--- config.mk ---
export PLATFORM = sky130hd
export DESIGN_NAME = fan_pwm_tach
export DESIGN_NICKNAME = d
export VERILOG_FILES = /design/src/rtl/fan_pkg.sv /design/src/rtl/fan_tach_counter.sv /design/src/rtl/fan_pwm_tach.sv
export SDC_FILE = /design/constraint.sdc
export NUM_CORES = 1
export LEC_CHECK = 0
export ABC_CLOCK_PERIOD_IN_PS = 3500
export BUFFER_PORTS_ARGS = -buffer_cell sky130_fd_sc_hd__buf_2
export CAP_MARGIN = 10
export CORE_ASPECT_RATIO = 0.9
export CORE_MARGIN = 1
export CORE_UTILIZATION = 45
export CTS_BUF_LIST = sky130_fd_sc_hd__clkbuf_8
export DETAILED_ROUTE_END_ITERATION = 6
export PLACE_DENSITY = 0.66
export SYNTH_ARGS = -nofsm -noshare
export SYNTH_HDL_FRONTEND = slang
export SYNTH_SLANG_ARGS = --single-unit
--- constraint.sdc ---
create_clock -name clk -period 3.5 [get_ports clk]
set_clock_uncertainty 0.2 [all_clocks]
set_input_delay 0.35 -clock clk [delete_from_list [all_inputs] [get_ports clk]]
set_output_delay 0.35 -clock clk [all_outputs]
set_load 0.05 [all_outputs]
--- src/rtl/fan_pkg.sv ---
// Fan controller shared definitions: control/status word field positions,
// the decoded control struct and the PWM level function.
// Optional build macro: FAN_TACH_DEBOUNCE_EN (tach glitch filter).
package fan_pkg;

  // Control word fields
  localparam int FORCE_FULL_BIT = 0;
  localparam int PWM_EN_BIT     = 1;
  localparam int DUTY_LSB       = 8;
  localparam int DUTY_MSB       = 15;

  // Status word fields
  localparam int ST_CNT_LSB   = 0;
  localparam int ST_CNT_MSB   = 15;
  localparam int ST_STALL_BIT = 16;
  localparam int ST_WDONE_BIT = 17;
  localparam int ST_DUTY_LSB  = 24;
  localparam int ST_DUTY_MSB  = 31;

  // Value the fan-control PIO presents out of reset (force_full)
  localparam logic [31:0] CTRL_RESET_WORD = 32'h1;

  typedef struct packed {
    logic       force_full;
    logic       pwm_en;
    logic [7:0] duty;
  } fan_ctrl_t;

  function automatic fan_ctrl_t decode_ctrl(input logic [31:0] w);
    fan_ctrl_t c;
    c.force_full = w[FORCE_FULL_BIT];
    c.pwm_en     = w[PWM_EN_BIT];
    c.duty       = w[DUTY_MSB:DUTY_LSB];
    return c;
  endfunction

  // Output level for a given applied setting at a given position in the period
  function automatic logic pwm_level(input fan_ctrl_t c, input logic [7:0] cnt);
    logic lvl;
    if (c.force_full)   lvl = 1'b1;
    else if (!c.pwm_en) lvl = 1'b0;
    else                lvl = (cnt < c.duty);
    return lvl;
  endfunction

endpackage

--- src/rtl/fan_tach_counter.sv ---
// Tachometer measurement: 2-flop synchronizer, optional glitch filter
// (FAN_TACH_DEBOUNCE_EN), rising-edge detect, free-running measurement
// window, saturating edge counter and per-window latch with a done toggle.
module fan_tach_counter #(
  parameter int WINDOW_CYCLES   = 50000000,
  parameter int DEBOUNCE_CYCLES = 16
) (
  input  logic        clk,
  input  logic        reset_n,
  input  logic        tach_i,
  output logic        win_wrap_o,
  output logic [15:0] win_cnt_o,
  output logic [15:0] cnt_lat_o,
  output logic        wdone_o
);

  localparam int WW = (WINDOW_CYCLES > 1) ? $clog2(WINDOW_CYCLES) : 1;
  localparam logic [WW-1:0] WIN_LAST = WW'(WINDOW_CYCLES - 1);

  logic          s1_q, s2_q;
  logic          lvl;
  logic          prev_q;
  logic          rise;
  logic [WW-1:0] win_q, win_d;
  logic [15:0]   cnt_q, cnt_d;
  logic [15:0]   lat_q, lat_d;
  logic          wdone_q, wdone_d;

  // Bring the asynchronous tach signal into the clk domain
  always_ff @(posedge clk or negedge reset_n) begin
    if (!reset_n) begin
      s1_q <= 1'b0;
      s2_q <= 1'b0;
    end else begin
      s1_q <= tach_i;
      s2_q <= s1_q;
    end
  end

`ifdef FAN_TACH_DEBOUNCE_EN
  localparam int DBW = (DEBOUNCE_CYCLES > 1) ? $clog2(DEBOUNCE_CYCLES) : 1;
  localparam logic [DBW-1:0] DB_LAST = DBW'(DEBOUNCE_CYCLES - 1);

  logic           filt_q, filt_d;
  logic [DBW-1:0] db_q, db_d;

  // Filtered level follows the input only after it has held for DEBOUNCE_CYCLES
  always_comb begin
    filt_d = filt_q;
    db_d   = '0;
    if (s2_q != filt_q) begin
      if (db_q == DB_LAST) filt_d = s2_q;
      else                 db_d   = db_q + 1'b1;
    end
  end

  // Glitch filter state
  always_ff @(posedge clk or negedge reset_n) begin
    if (!reset_n) begin
      filt_q <= 1'b0;
      db_q   <= '0;
    end else begin
      filt_q <= filt_d;
      db_q   <= db_d;
    end
  end

  assign lvl = filt_q;
`else
  logic db_unused;
  assign db_unused = (DEBOUNCE_CYCLES != 0);
  assign lvl       = s2_q;
`endif

  assign rise = lvl & ~prev_q;

  // Window timing, saturating count and end-of-window latch
  always_comb begin
    win_wrap_o = (win_q == WIN_LAST);
    win_d      = win_wrap_o ? '0 : win_q + 1'b1;
    lat_d      = lat_q;
    wdone_d    = wdone_q;
    cnt_d      = cnt_q;
    if (win_wrap_o) begin
      // An edge coinciding with the wrap belongs to the new window
      lat_d   = cnt_q;
      wdone_d = ~wdone_q;
      cnt_d   = {15'd0, rise};
    end else if (rise && (cnt_q != 16'hFFFF)) begin
      cnt_d = cnt_q + 16'd1;
    end
  end

  // Edge-detect history, window and count registers
  always_ff @(posedge clk or negedge reset_n) begin
    if (!reset_n) begin
      prev_q  <= 1'b0;
      win_q   <= '0;
      cnt_q   <= '0;
      lat_q   <= '0;
      wdone_q <= 1'b0;
    end else begin
      prev_q  <= lvl;
      win_q   <= win_d;
      cnt_q   <= cnt_d;
      lat_q   <= lat_d;
      wdone_q <= wdone_d;
    end
  end

  assign win_cnt_o = cnt_q;
  assign cnt_lat_o = lat_q;
  assign wdone_o   = wdone_q;

endmodule

--- src/rtl/fan_pwm_tach.sv ---
// Fan PWM generator and tach monitor between the fan-control PIO and the
// fan connector. Settings are applied only at PWM period boundaries so the
// output never produces a runt pulse; out of reset the fan runs at full speed.
// Optional build macro: FAN_TACH_DEBOUNCE_EN (tach glitch filter).
module fan_pwm_tach
  import fan_pkg::*;
#(
  parameter int PWM_DIV         = 8,
  parameter int WINDOW_CYCLES   = 50000000,
  parameter int DEBOUNCE_CYCLES = 16
) (
  input  logic        clk,
  input  logic        reset_n,
  input  logic [31:0] ctrl_word,
  input  logic        tach_in,
  output logic        pwm_out,
  output logic [31:0] status_word,
  output logic        stall_pulse
);

  localparam int PW = (PWM_DIV > 1) ? $clog2(PWM_DIV) : 1;
  localparam logic [PW-1:0] PRESC_LAST = PW'(PWM_DIV - 1);
  // Applied state out of reset: force_full with zero duty
  localparam fan_ctrl_t APP_RESET = '{force_full: 1'b1, pwm_en: 1'b0, duty: 8'd0};

  logic [PW-1:0] presc_q, presc_d;
  logic          tick;
  logic [7:0]    pwm_cnt_q, pwm_cnt_d;
  fan_ctrl_t     app_q, app_d;
  logic          pwm_q, pwm_d;
  logic          fan_on;
  logic          stall_q, stall_d;
  logic          spulse_q, spulse_d;

  logic          win_wrap;
  logic [15:0]   win_cnt;
  logic [15:0]   cnt_lat;
  logic          wdone;

  logic          ctrl_unused;
  assign ctrl_unused = ^{ctrl_word[31:16], ctrl_word[7:2]};

  fan_tach_counter #(
    .WINDOW_CYCLES  (WINDOW_CYCLES),
    .DEBOUNCE_CYCLES(DEBOUNCE_CYCLES)
  ) u_tach (
    .clk       (clk),
    .reset_n   (reset_n),
    .tach_i    (tach_in),
    .win_wrap_o(win_wrap),
    .win_cnt_o (win_cnt),
    .cnt_lat_o (cnt_lat),
    .wdone_o   (wdone)
  );

  // Prescaler, period counter, boundary sampling, PWM level and stall decision
  always_comb begin
    tick      = (presc_q == PRESC_LAST);
    presc_d   = tick ? '0 : presc_q + 1'b1;
    pwm_cnt_d = tick ? pwm_cnt_q + 8'd1 : pwm_cnt_q;
    app_d     = (tick && (pwm_cnt_q == 8'hFF)) ? decode_ctrl(ctrl_word) : app_q;
    // Level computed from next-state values so the output lines up with pwm_cnt
    pwm_d     = pwm_level(app_d, pwm_cnt_d);
    fan_on    = app_q.force_full | (app_q.pwm_en & (app_q.duty != 8'd0));
    stall_d   = stall_q;
    spulse_d  = 1'b0;
    if (win_wrap) begin
      stall_d  = fan_on & (win_cnt == 16'd0);
      spulse_d = stall_d & ~stall_q;
    end
  end

  // PWM and stall state registers
  always_ff @(posedge clk or negedge reset_n) begin
    if (!reset_n) begin
      presc_q   <= '0;
      pwm_cnt_q <= '0;
      app_q     <= APP_RESET;
      pwm_q     <= 1'b1;
      stall_q   <= 1'b0;
      spulse_q  <= 1'b0;
    end else begin
      presc_q   <= presc_d;
      pwm_cnt_q <= pwm_cnt_d;
      app_q     <= app_d;
      pwm_q     <= pwm_d;
      stall_q   <= stall_d;
      spulse_q  <= spulse_d;
    end
  end

  // Status word assembly from registered fields
  always_comb begin
    status_word                            = '0;
    status_word[ST_CNT_MSB:ST_CNT_LSB]     = cnt_lat;
    status_word[ST_STALL_BIT]              = stall_q;
    status_word[ST_WDONE_BIT]              = wdone;
    status_word[ST_DUTY_MSB:ST_DUTY_LSB]   = app_q.duty;
  end

  assign pwm_out     = pwm_q;
  assign stall_pulse = spulse_q;

endmodule
# Word-level counts from Yosys, hierarchy flattened
# Cells that the tools add are included.
# word_totals
ff_bits	86
input_bits	35
out_inout_bits	34
wordCells	46
# classes
n_addsub	4
order_cmp	1
n_eq_ne	4
mux	9
bitwise_logic	8
reduce_logical	5
# ops
operator	n
2-to-1 mux 16 bit	2
adder 26 x 1 -> 26 bit (second input constant)	1
== test 26 bit (second input constant)	1
2-to-1 mux 26 bit	1
adder 16 x 1 -> 16 bit (second input constant)	1
zero test 16 bit	1
!= test 16 bit (second input constant)	1
2-to-1 mux 10 bit	1
adder 8 x 1 -> 8 bit (second input constant)	1
== test 8 bit (second input constant)	1
less-than comparator 8 bit	1
2-to-1 mux 8 bit	1
nonzero test 8 bit	1
AND 1 bit	4
adder 3 x 1 -> 3 bit (second input constant)	1
== test 3 bit (second input constant)	1
2-to-1 mux 1 bit	3
2-to-1 mux 3 bit	1
NOT 1 bit	3
logical AND 1 bit	2
nonzero test 2 bit	1
bitwise OR 1 bit	1

# Depth between registers and ports, before layout
# Gate-level depths: netlist (run 1).
# logic_depth
word_depth	6
mapped_depth	12
ltp_nobuf	11

# Modules after synthesis
# A second synthesis (run 1) with hierarchy kept.
# unflattened
hier_cells	391
area_unflattened_um2	4319.1
# by_module_without_submodules
mod	n_inst	cells_per_inst	area_per_inst_um2	seq_area_each_um2
fan_tach_counter	1	279	3036.7	1551.5
fan_pwm_tach	1	112	1282.5	603.1

# Worst setup path before layout (run 1)
# Ideal clock, no wire load.
# synth_path
path_kind	reg2reg
from	register presc_q[0]
to	register pwm_q (netlist: pwm_out)
arrival_ns	2.587
t_required_ns	3.218
slack_ns	0.631
stages_incl_launch_ff	12
n_path_buf	1
period_less_slack_ns	2.869
path_cell_list	dfrtp_1 -> ha_1 -> ha_1 -> buf_2 -> nand4_1 -> nor2_2 -> mux2_2 -> inv_1 -> ha_1 -> a41o_1 -> a221o_1 -> a22oi_1
# synth_rtl
element	line_no	rtl
start: declaration	fan_pwm_tach.sv:26	logic [PW-1:0] presc_q, presc_d;
start signal: assignment	fan_pwm_tach.sv:83	presc_q <= presc_d;
end signal: assignment	fan_pwm_tach.sv:86	pwm_q <= pwm_d;
end: declaration	fan_pwm_tach.sv:30	logic pwm_q, pwm_d;

# Worst setup path after layout (run 1)
# layout_path
from	register presc_q[0]
to	register pwm_q (netlist: pwm_out)
# layout_via
elab_chain_len	6
# layout_rtl
element	line_no	rtl
== test 3 bit (*)	fan_pwm_tach.sv:58	tick = (presc_q == PRESC_LAST);
logical AND 1 bit	fan_pwm_tach.sv:61	app_d = (tick && (pwm_cnt_q == 8'hFF)) ? decode_ctrl(ctrl_word) : app_q;
2-to-1 mux 10 bit	fan_pwm_tach.sv:61	
less-than comparator 8 bit	fan_pkg.sv:42	else lvl = (cnt < c.duty);
2-to-1 mux 1 bit	fan_pkg.sv:41	else if (!c.pwm_en) lvl = 1'b0;
2-to-1 mux 1 bit (*)	fan_pkg.sv:40	if (c.force_full) lvl = 1'b1;
net pwm_d	fan_pwm_tach.sv:30	
# Mark *: on every way through the listed nets, which the timed path passes. The rest lies on a longest branch.
# A chain may end at the register's enable or synchronous reset.

==> flow_results.xml, run 1 <==
<?xml version="1.0" encoding="UTF-8"?>
<metrics>
  <group name="run_status">
    <metric name="outcome" unit="">complete, but fails checks</metric>
    <metric name="failing_checks" unit="">hold timing</metric>
  </group>
  <group name="timing">
    <metric name="fin_hold_ws" unit="ns">-0.0271</metric>
    <metric name="maxSlewHeadroom" unit="">0.296</metric>
    <metric name="setup_viol_count_final" unit="">0</metric>
    <metric name="rsz0062_at_grt" unit="">false</metric>
    <metric name="fin_crit_sh" unit="">0.887</metric>
    <metric name="finalMaxSlewViolations" unit="">0</metric>
    <metric name="worst-slew-pin-transition" unit="ns">1.06</metric>
    <metric name="layout_min_cycle_time" unit="ns">3.11</metric>
    <metric name="total_neg_setup_slack" unit="ns">0</metric>
    <metric name="final-hold-violation-count" unit="">25</metric>
    <metric name="maxClockFrequency" unit="GHz">0.322</metric>
  </group>
  <group name="critical_path">
    <metric name="setup.worst_path.start_class" unit="">flop</metric>
    <metric name="cp.arrival" unit="ns">3.17</metric>
    <metric name="cp_cell_sequence" unit="">ha_1 &gt; ha_1 &gt; nand4_1 &gt; nor2_2 &gt; buf_4 &gt; mux2i_1 &gt; ha_1 &gt; a21o_1 &gt; a221o_1 &gt; a22oi_1</metric>
    <metric name="slack_of_the_worst_reg_to_reg_path" unit="ns">0.39</metric>
    <metric name="timing.critical_path.slowest_stage_cell" unit="">dfrtp_1</metric>
    <metric name="path_max_fanout" unit="">7</metric>
    <metric name="worstPathRequired" unit="ns">3.57</metric>
    <metric name="timing.setup.critical_path_class" unit="">flop to flop</metric>
    <metric name="path_delay_family" unit="">adder cells</metric>
    <metric name="crit_start" unit="">presc_q[0]$_DFF_PN0_</metric>
    <metric name="crit_path_max_incr_delay" unit="ns">0.37</metric>
    <metric name="crit-reg2reg-launch" unit="">presc_q[0]$_DFF_PN0_</metric>
    <metric name="worstSetupEndpointType" unit="">flop</metric>
    <metric name="cp.buffers_inverters" unit="">1</metric>
    <metric name="cp_common_cell" unit="">ha_1</metric>
  </group>
  <group name="grt">
    <metric name="first_global_vias" unit="">2950</metric>
    <metric name="wire_length_of_the_first_global_routing_pass" unit="mm">14.3</metric>
    <metric name="grt_overflow_total" unit="">0</metric>
    <metric name="gr-usage-all-layers" unit="">0.184</metric>
    <metric name="antenna_found_initial" unit="">0</metric>
    <metric name="grt_max_degree" unit="">87</metric>
  </group>
  <group name="die">
    <metric name="row_count" unit="">33</metric>
    <metric name="die_x" unit="um">105</metric>
    <metric name="floorplan.io_pins" unit="">69</metric>
    <metric name="floorplan.initialDensity" unit="">0.467</metric>
    <metric name="die-height" unit="um">94.8</metric>
    <metric name="die_area" unit="um2">9950</metric>
    <metric name="core_region_area" unit="um2">9210</metric>
  </group>
  <group name="synth">
    <metric name="ranking_of_synthesized_cells_by_area" unit="">dfrtp_1, mux2_4, ha_1, buf_4, o21ai_0</metric>
    <metric name="ys_async_sr_fraction" unit="">1.00</metric>
    <metric name="synth_cells" unit="">392</metric>
    <metric name="synthDistinctLibCells" unit="">54</metric>
    <metric name="fraction_of_post_synthesis_cell_area_in_the_top_cell_type_by_area" unit="">0.489</metric>
    <metric name="ys_dominant_reg_cell" unit="">dfrtp_1</metric>
    <metric name="syn-mean-instance-area" unit="um2">11.0</metric>
    <metric name="synthesis.area" unit="um2">4300</metric>
    <metric name="synth_enable_flop_cells" unit="">0</metric>
    <metric name="yosys.area.top_type" unit="">dfrtp_1</metric>
    <metric name="ys_seq_area_frac" unit="">0.501</metric>
    <metric name="ys_seq_elements" unit="">86</metric>
    <metric name="warnings_synthesis" unit="">0</metric>
  </group>
  <group name="clock_network">
    <metric name="clock_insertion_delay_worst_skew" unit="ns">0.35</metric>
    <metric name="cts_tree" unit="">done</metric>
    <metric name="root_buffer_cell" unit="">clkbuf_8</metric>
    <metric name="cts.sinks" unit="">86</metric>
    <metric name="max-clock-path-buffers" unit="">2</metric>
    <metric name="post_cts.repair.setup_buffers" unit="">0</metric>
    <metric name="htree_depth" unit="">3</metric>
    <metric name="clk_pin_slew_worst_paths" unit="ns">0.08</metric>
    <metric name="cts_made_buffers" unit="">9</metric>
  </group>
  <group name="min_path">
    <metric name="worstHoldPathType" unit="">primary input to asynchronous set/reset pin</metric>
  </group>
  <group name="finish">
    <metric name="area_growth" unit="%">10.8</metric>
    <metric name="antenna_cells_inserted" unit="">0</metric>
    <metric name="multi_input_comb_area" unit="um2">1900</metric>
    <metric name="stdcell_count" unit="">549</metric>
    <metric name="flip_flop_and_latch_area" unit="um2">2150</metric>
    <metric name="layout-drive-gt1-share" unit="">0.194</metric>
    <metric name="fillerInstances" unit="">798</metric>
    <metric name="nets" unit="">470</metric>
  </group>
  <group name="run">
    <metric name="max_cap_viol_count" unit="">0</metric>
  </group>
  <group name="placed_design">
    <metric name="place.port_buffers" unit="">40</metric>
    <metric name="finalWeightedCongestion" unit="">0.816</metric>
    <metric name="placed_cells" unit="">532</metric>
    <metric name="hpwl" unit="mm">5.82</metric>
  </group>
  <group name="route">
    <metric name="route.final.wire_length" unit="mm">8.59</metric>
    <metric name="drcViolationCount" unit="">0</metric>
    <metric name="ant_nets" unit="">0</metric>
    <metric name="route.detailed.wl_per_inst" unit="um">15.6</metric>
    <metric name="post_drt_via_cell_ratio" unit="">5.66</metric>
    <metric name="drtPass1Iterations" unit="">5</metric>
    <metric name="vias" unit="">3110</metric>
    <metric name="drt_initial_violations" unit="">162</metric>
  </group>
  <group name="power">
    <metric name="power_density" unit="nW/um2">432</metric>
    <metric name="cellLeakagePower" unit="nW">2.21</metric>
    <metric name="max-vdd-ir-drop" unit="mV">0.202</metric>
  </group>
</metrics>
-- layout by cell type (no fill, tap or decap), types with 3 or more instances in the layout --
cell type and count:
nand2_1 16, and2_1 4, nor3_1 8, bufinv_16 4
mux2_2 4, inv_1 18, and4_1 9, nand4_1 16
clkbuf_8 9, o31ai_1 11, ha_1 13, buf_4 5
conb_1 6, o21ai_0 23, or3_1 11, xnor2_1 13
a21oi_1 20, dfrtp_1 84, mux2_4 12, nand3_1 22
xor2_1 8, buf_2 39, nor2_1 13, or4_1 10
and3_1 3, mux2i_1 8, nor4_1 6
-- cells in the mapped netlist (2+ instances only) --
cell and count:
a21oi_1 20, mux2i_1 8, o31ai_1 11, nor4_2 2, clkbuf_1 4, buf_4 17, buf_2 7, ha_1 13
xor2_1 8, or4_1 10, and3_1 3, nand4_1 16, or3_1 11, dfrtp_1 84, mux2_2 4, inv_1 15
nor2_1 13, mux2_4 12, xnor2_1 13, nor4b_1 2, and2_1 4, nand2_1 16, nand4_2 2, nor4_1 6
buf_6 2, nor3_1 8, dfstp_2 2, a221o_1 2, o21ai_0 23, nand3_1 22, and4_1 9
-- metal layers --
metal  vias up  GRT usage  wire [um]
met5         -          0          0
met3        12     0.0407        330
met4         0     0.0692        106
met2        67      0.304       4120
met1      1546      0.240       4030
li1       1485          -          -
-- report_power, final --
group	total, mW	internal (mW)	switching, mW
Combinational	0.119	0.0419	0.0767
Sequential	1.06	1.02	0.0428
Clock	0.879	0.539	0.340
Total	2.06	1.60	0.460
-- per-stage QoR --
step / power [mW] / setup WS [ns] / util / area [um2]
after floorplan: 1.15 / 0.631 / - / 4320
after global placement: 1.19 / 0.483 / 0.489 / 4500
after detailed placement: 1.20 / 0.419 / 0.489 / 4500
after CTS: 2.08 / 0.390 / 0.518 / 4770
after global routing: 2.14 / 0.207 / 0.518 / 4770
final: 2.06 / 0.395 / 0.518 / 4770
-- sequential cells by signal, indices dropped and copies added (netlist names) --
name	count
presc_q	3
u_tach.wdone_o	1
status_word	8
u_tach.cnt_lat_o	16
app_q	2
u_tach.s1_q	1
pwm_cnt_q	8
pwm_out	1
u_tach.win_q	26
u_tach.win_cnt_o	16
u_tach.prev_q	1
stall_q	1
stall_pulse	1
u_tach.lvl	1
-- final cells by class --
cell class,instances,share of cell area
clock buffer,9,0.0260
clock inverter,7,0.0276
multi-input combinational,265,0.400
sequential,86,0.452
tap,122,0.0320
timing repair buffer,45,0.0509
inverter,15,0.0118
-- path summary, 6_finish.rpt --
path	to	cells after the start
setup / recovery	pwm_out$_DFF_PN1_	10
hold / removal	u_tach.wdone_o$_DFFE_PN0N_	1
setup reg to reg	pwm_out$_DFF_PN1_	10
hold reg to reg	u_tach.lvl$_DFF_PN0_	0
max in group asynchronous	u_tach.win_q[12]$_DFF_PN0_	1
min in group clk	status_word[30]$_DFF_PN0_	3
-- kinds of logic after synthesis --
group / after synthesis / share of synthesized area
muxes: 24 / 0.0710
DFF: 86 / 0.501
xor gates and xnor gates: 21 / 0.0428
buffers and inverters: 46 / 0.0608
adders and majority gates: 13 / 0.0378
and+or+nand+nor: 131 / 0.185
AOI/OAI and AO/OA: 70 / 0.101
other: 1 / 0.000872
-- repair_timing --
| action | CTS | global route |
|---|---|---|
| hold buffers | 1 | 0 |
| endpoints found under the hold margin | 1 | 0 |
| gates resized for setup | 0 | 0 |
No activity file was read; power rests on OpenSTA's default activity.
==> run 2: changes to the inputs <==
Settings changed: CORE_UTILIZATION 45 to 35, PLACE_DENSITY 0.66 to unset.
==> run 2 against run 1 <==
  * Combinational power hardly changed
  * Cell area is 0.71% lower
  * The flow still finishes with violations (hold timing)
  * Critical endpoint unchanged
  * Clock power is 24% lower
  * First-iteration DRC count is 3.1% higher
  * Critical path depth stayed put
  * Clock-buffer cell count stayed put
  * Sequential share of layout area is 0.32 points higher
  * Sequential power hardly changed
  * Register-to-register slack worse by 0.07 ns
==> flow_results.xml, run 2 (synthesis results as in run 1) <==
<?xml version="1.0" encoding="UTF-8"?>
<metrics>
  <group name="timing">
    <metric name="maxSlewHeadroom" unit="">0.288</metric>
    <metric name="setup_viol_count_final" unit="">0</metric>
    <metric name="fin_crit_sh" unit="">0.908</metric>
    <metric name="finalMaxSlewViolations" unit="">0</metric>
    <metric name="fin_hold_ws" unit="ns">-0.0261</metric>
    <metric name="maxClockFrequency" unit="GHz">0.315</metric>
    <metric name="layout_min_cycle_time" unit="ns">3.18</metric>
    <metric name="final-hold-violation-count" unit="">18</metric>
    <metric name="total_neg_setup_slack" unit="ns">0</metric>
    <metric name="worst-slew-pin-transition" unit="ns">1.07</metric>
    <metric name="rsz0062_at_grt" unit="">false</metric>
  </group>
  <group name="critical_path">
    <metric name="timing.setup.critical_path_class" unit="">flop to flop</metric>
    <metric name="cp_common_cell" unit="">ha_1</metric>
    <metric name="cp.buffers_inverters" unit="">1</metric>
    <metric name="path_max_fanout" unit="">7</metric>
    <metric name="worstSetupEndpointType" unit="">flop</metric>
    <metric name="path_delay_family" unit="">simple AND/OR/NAND/NOR gates</metric>
    <metric name="setup.worst_path.start_class" unit="">flop</metric>
    <metric name="cp_cell_sequence" unit="">ha_1 &gt; ha_1 &gt; nand4_1 &gt; nor2_2 &gt; mux2_2 &gt; inv_1 &gt; ha_1 &gt; a41o_1 &gt; a221o_1 &gt; a22oi_1</metric>
    <metric name="slack_of_the_worst_reg_to_reg_path" unit="ns">0.32</metric>
    <metric name="cp.arrival" unit="ns">3.26</metric>
    <metric name="worstPathRequired" unit="ns">3.58</metric>
    <metric name="crit_path_max_incr_delay" unit="ns">0.46</metric>
    <metric name="timing.critical_path.slowest_stage_cell" unit="">nor2_2</metric>
  </group>
  <group name="clock_network">
    <metric name="cts_made_buffers" unit="">9</metric>
    <metric name="htree_depth" unit="">3</metric>
    <metric name="cts.sinks" unit="">86</metric>
    <metric name="root_buffer_cell" unit="">clkbuf_8</metric>
    <metric name="cts_tree" unit="">done</metric>
    <metric name="max-clock-path-buffers" unit="">2</metric>
    <metric name="clk_pin_slew_worst_paths" unit="ns">0.08</metric>
    <metric name="clock_insertion_delay_worst_skew" unit="ns">0.36</metric>
  </group>
  <group name="finish">
    <metric name="finish.utilization" unit="">0.393</metric>
    <metric name="layout_commonest_cell" unit="">dfrtp_1</metric>
    <metric name="layout-drive-gt1-share" unit="">0.195</metric>
    <metric name="largest_reg_flops" unit="">26</metric>
    <metric name="highest_count_cells_in_the_layout_ignoring_fill_and_taps" unit="">dfrtp_1, buf_2, o21ai_0</metric>
    <metric name="antenna_cells_inserted" unit="">0</metric>
    <metric name="max_flop_register" unit="">u_tach.win_q</metric>
    <metric name="nets" unit="">469</metric>
    <metric name="area_growth" unit="%">10.0</metric>
  </group>
  <group name="route">
    <metric name="post_drt_via_cell_ratio" unit="">5.19</metric>
    <metric name="route.final.wire_length" unit="mm">8.65</metric>
    <metric name="drt_initial_violations" unit="">167</metric>
    <metric name="drtPass1Iterations" unit="">6</metric>
    <metric name="ant_nets" unit="">0</metric>
    <metric name="drcViolationCount" unit="">0</metric>
    <metric name="route.detailed.wl_per_inst" unit="um">14.8</metric>
    <metric name="vias" unit="">3039</metric>
  </group>
  <group name="run">
    <metric name="max_cap_viol_count" unit="">0</metric>
  </group>
  <group name="grt">
    <metric name="grt_overflow_total" unit="">0</metric>
    <metric name="wire_length_of_the_first_global_routing_pass" unit="mm">14.4</metric>
    <metric name="antenna_found_initial" unit="">0</metric>
    <metric name="first_global_vias" unit="">2856</metric>
    <metric name="grt_max_degree" unit="">87</metric>
    <metric name="gr-usage-all-layers" unit="">0.145</metric>
  </group>
  <group name="placed_design">
    <metric name="place.port_buffers" unit="">40</metric>
    <metric name="hpwl" unit="mm">6.06</metric>
    <metric name="finalWeightedCongestion" unit="">0.805</metric>
  </group>
  <group name="power">
    <metric name="seq_power_share" unit="">0.575</metric>
    <metric name="cellLeakagePower" unit="nW">2.17</metric>
    <metric name="max-vdd-ir-drop" unit="mV">0.173</metric>
    <metric name="share_comb_of_total_power" unit="">0.063</metric>
    <metric name="switching_power" unit="uW">463</metric>
    <metric name="power_report.internal_total" unit="mW">1.38</metric>
    <metric name="power_frac_clock" unit="">0.362</metric>
    <metric name="power_density" unit="nW/um2">389</metric>
    <metric name="switching_share" unit="">0.252</metric>
  </group>
  <group name="die">
    <metric name="row_count" unit="">38</metric>
    <metric name="floorplan.io_pins" unit="">69</metric>
    <metric name="die_x" unit="um">119</metric>
    <metric name="die-height" unit="um">107</metric>
    <metric name="die_area" unit="um2">12700</metric>
    <metric name="core_region_area" unit="um2">12000</metric>
    <metric name="floorplan.initialDensity" unit="">0.358</metric>
  </group>
  <group name="run_status">
    <metric name="failing_checks" unit="">hold timing</metric>
    <metric name="outcome" unit="">complete, but fails checks</metric>
  </group>
  <group name="min_path">
    <metric name="worstHoldPathType" unit="">primary input to asynchronous set/reset pin</metric>
  </group>
</metrics>
-- run 2: changes by cell type in the layout (fill, tap and decap cells not counted) --
cell	previous run	this run
inv_1	18	17
clkinv_2	0	4
buf_4	5	4
bufinv_16	4	1
-- run 2: repair_timing --
| item | 4_1_cts | 5_1_grt |
|---|---|---|
| hold endpoints to repair | 1 | 0 |
| resized for setup | 0 | 0 |
| hold buffers | 1 | 0 |
| buffers inserted | 0 | 0 |
-- run 2: power groups by stage --
stage	clock network, mW	logic, mW	registers [mW]
detailed placement	0	0.119	1.08
global placement	0	0.117	1.08
CTS	0.688	0.120	1.06
global route	0.736	0.135	1.07
floorplan	0	0.0980	1.06
finish	0.667	0.117	1.06
-- run 2: per-stage QoR --
stage | power, mW | instance area, um2 | std cells | worst slack [ns]
finish | 1.84 | 4730 | 586 | 0.322
global route | 1.94 | 4730 | 586 | 0.0819
CTS | 1.87 | 4730 | 586 | 0.325
detailed placement | 1.20 | 4540 | 569 | 0.375
global placement | 1.20 | 4540 | 569 | 0.363
floorplan | 1.15 | 4320 | 397 | 0.631
-- run 2: final timing paths --
check,startpoint,endpoint,depth (start not counted)
setup / recovery,presc_q[0]$_DFF_PN0_,pwm_out$_DFF_PN1_,10
hold / removal,reset_n,u_tach.win_q[16]$_DFF_PN0_,1
setup reg to reg,presc_q[0]$_DFF_PN0_,pwm_out$_DFF_PN1_,10
hold reg to reg,u_tach.s1_q$_DFF_PN0_,u_tach.lvl$_DFF_PN0_,0
max in group asynchronous,reset_n,u_tach.win_cnt_o[5]$_DFFE_PN0P_,1
min in group clk,ctrl_word[8],status_word[24]$_DFF_PN0_,3
-- run 2: layout make-up --
class | count | area [um2]
clock buffer | 9 | 124
inverter | 15 | 56.3
clock inverter | 7 | 57.6
multi-input combinational | 265 | 1900
timing repair buffer | 44 | 235
tap | 160 | 200
fill | 1168 | 7300
sequential | 86 | 2150
-- run 2: routing by layer --
layer | global-route usage | vias up | wire length [um]
met2 | 0.208 | 47 | 3810
met5 | 0 | - | 0
li1 | - | 1491 | -
met4 | 0.0488 | 0 | 106
met1 | 0.207 | 1492 | 4330
met3 | 0.0441 | 9 | 399
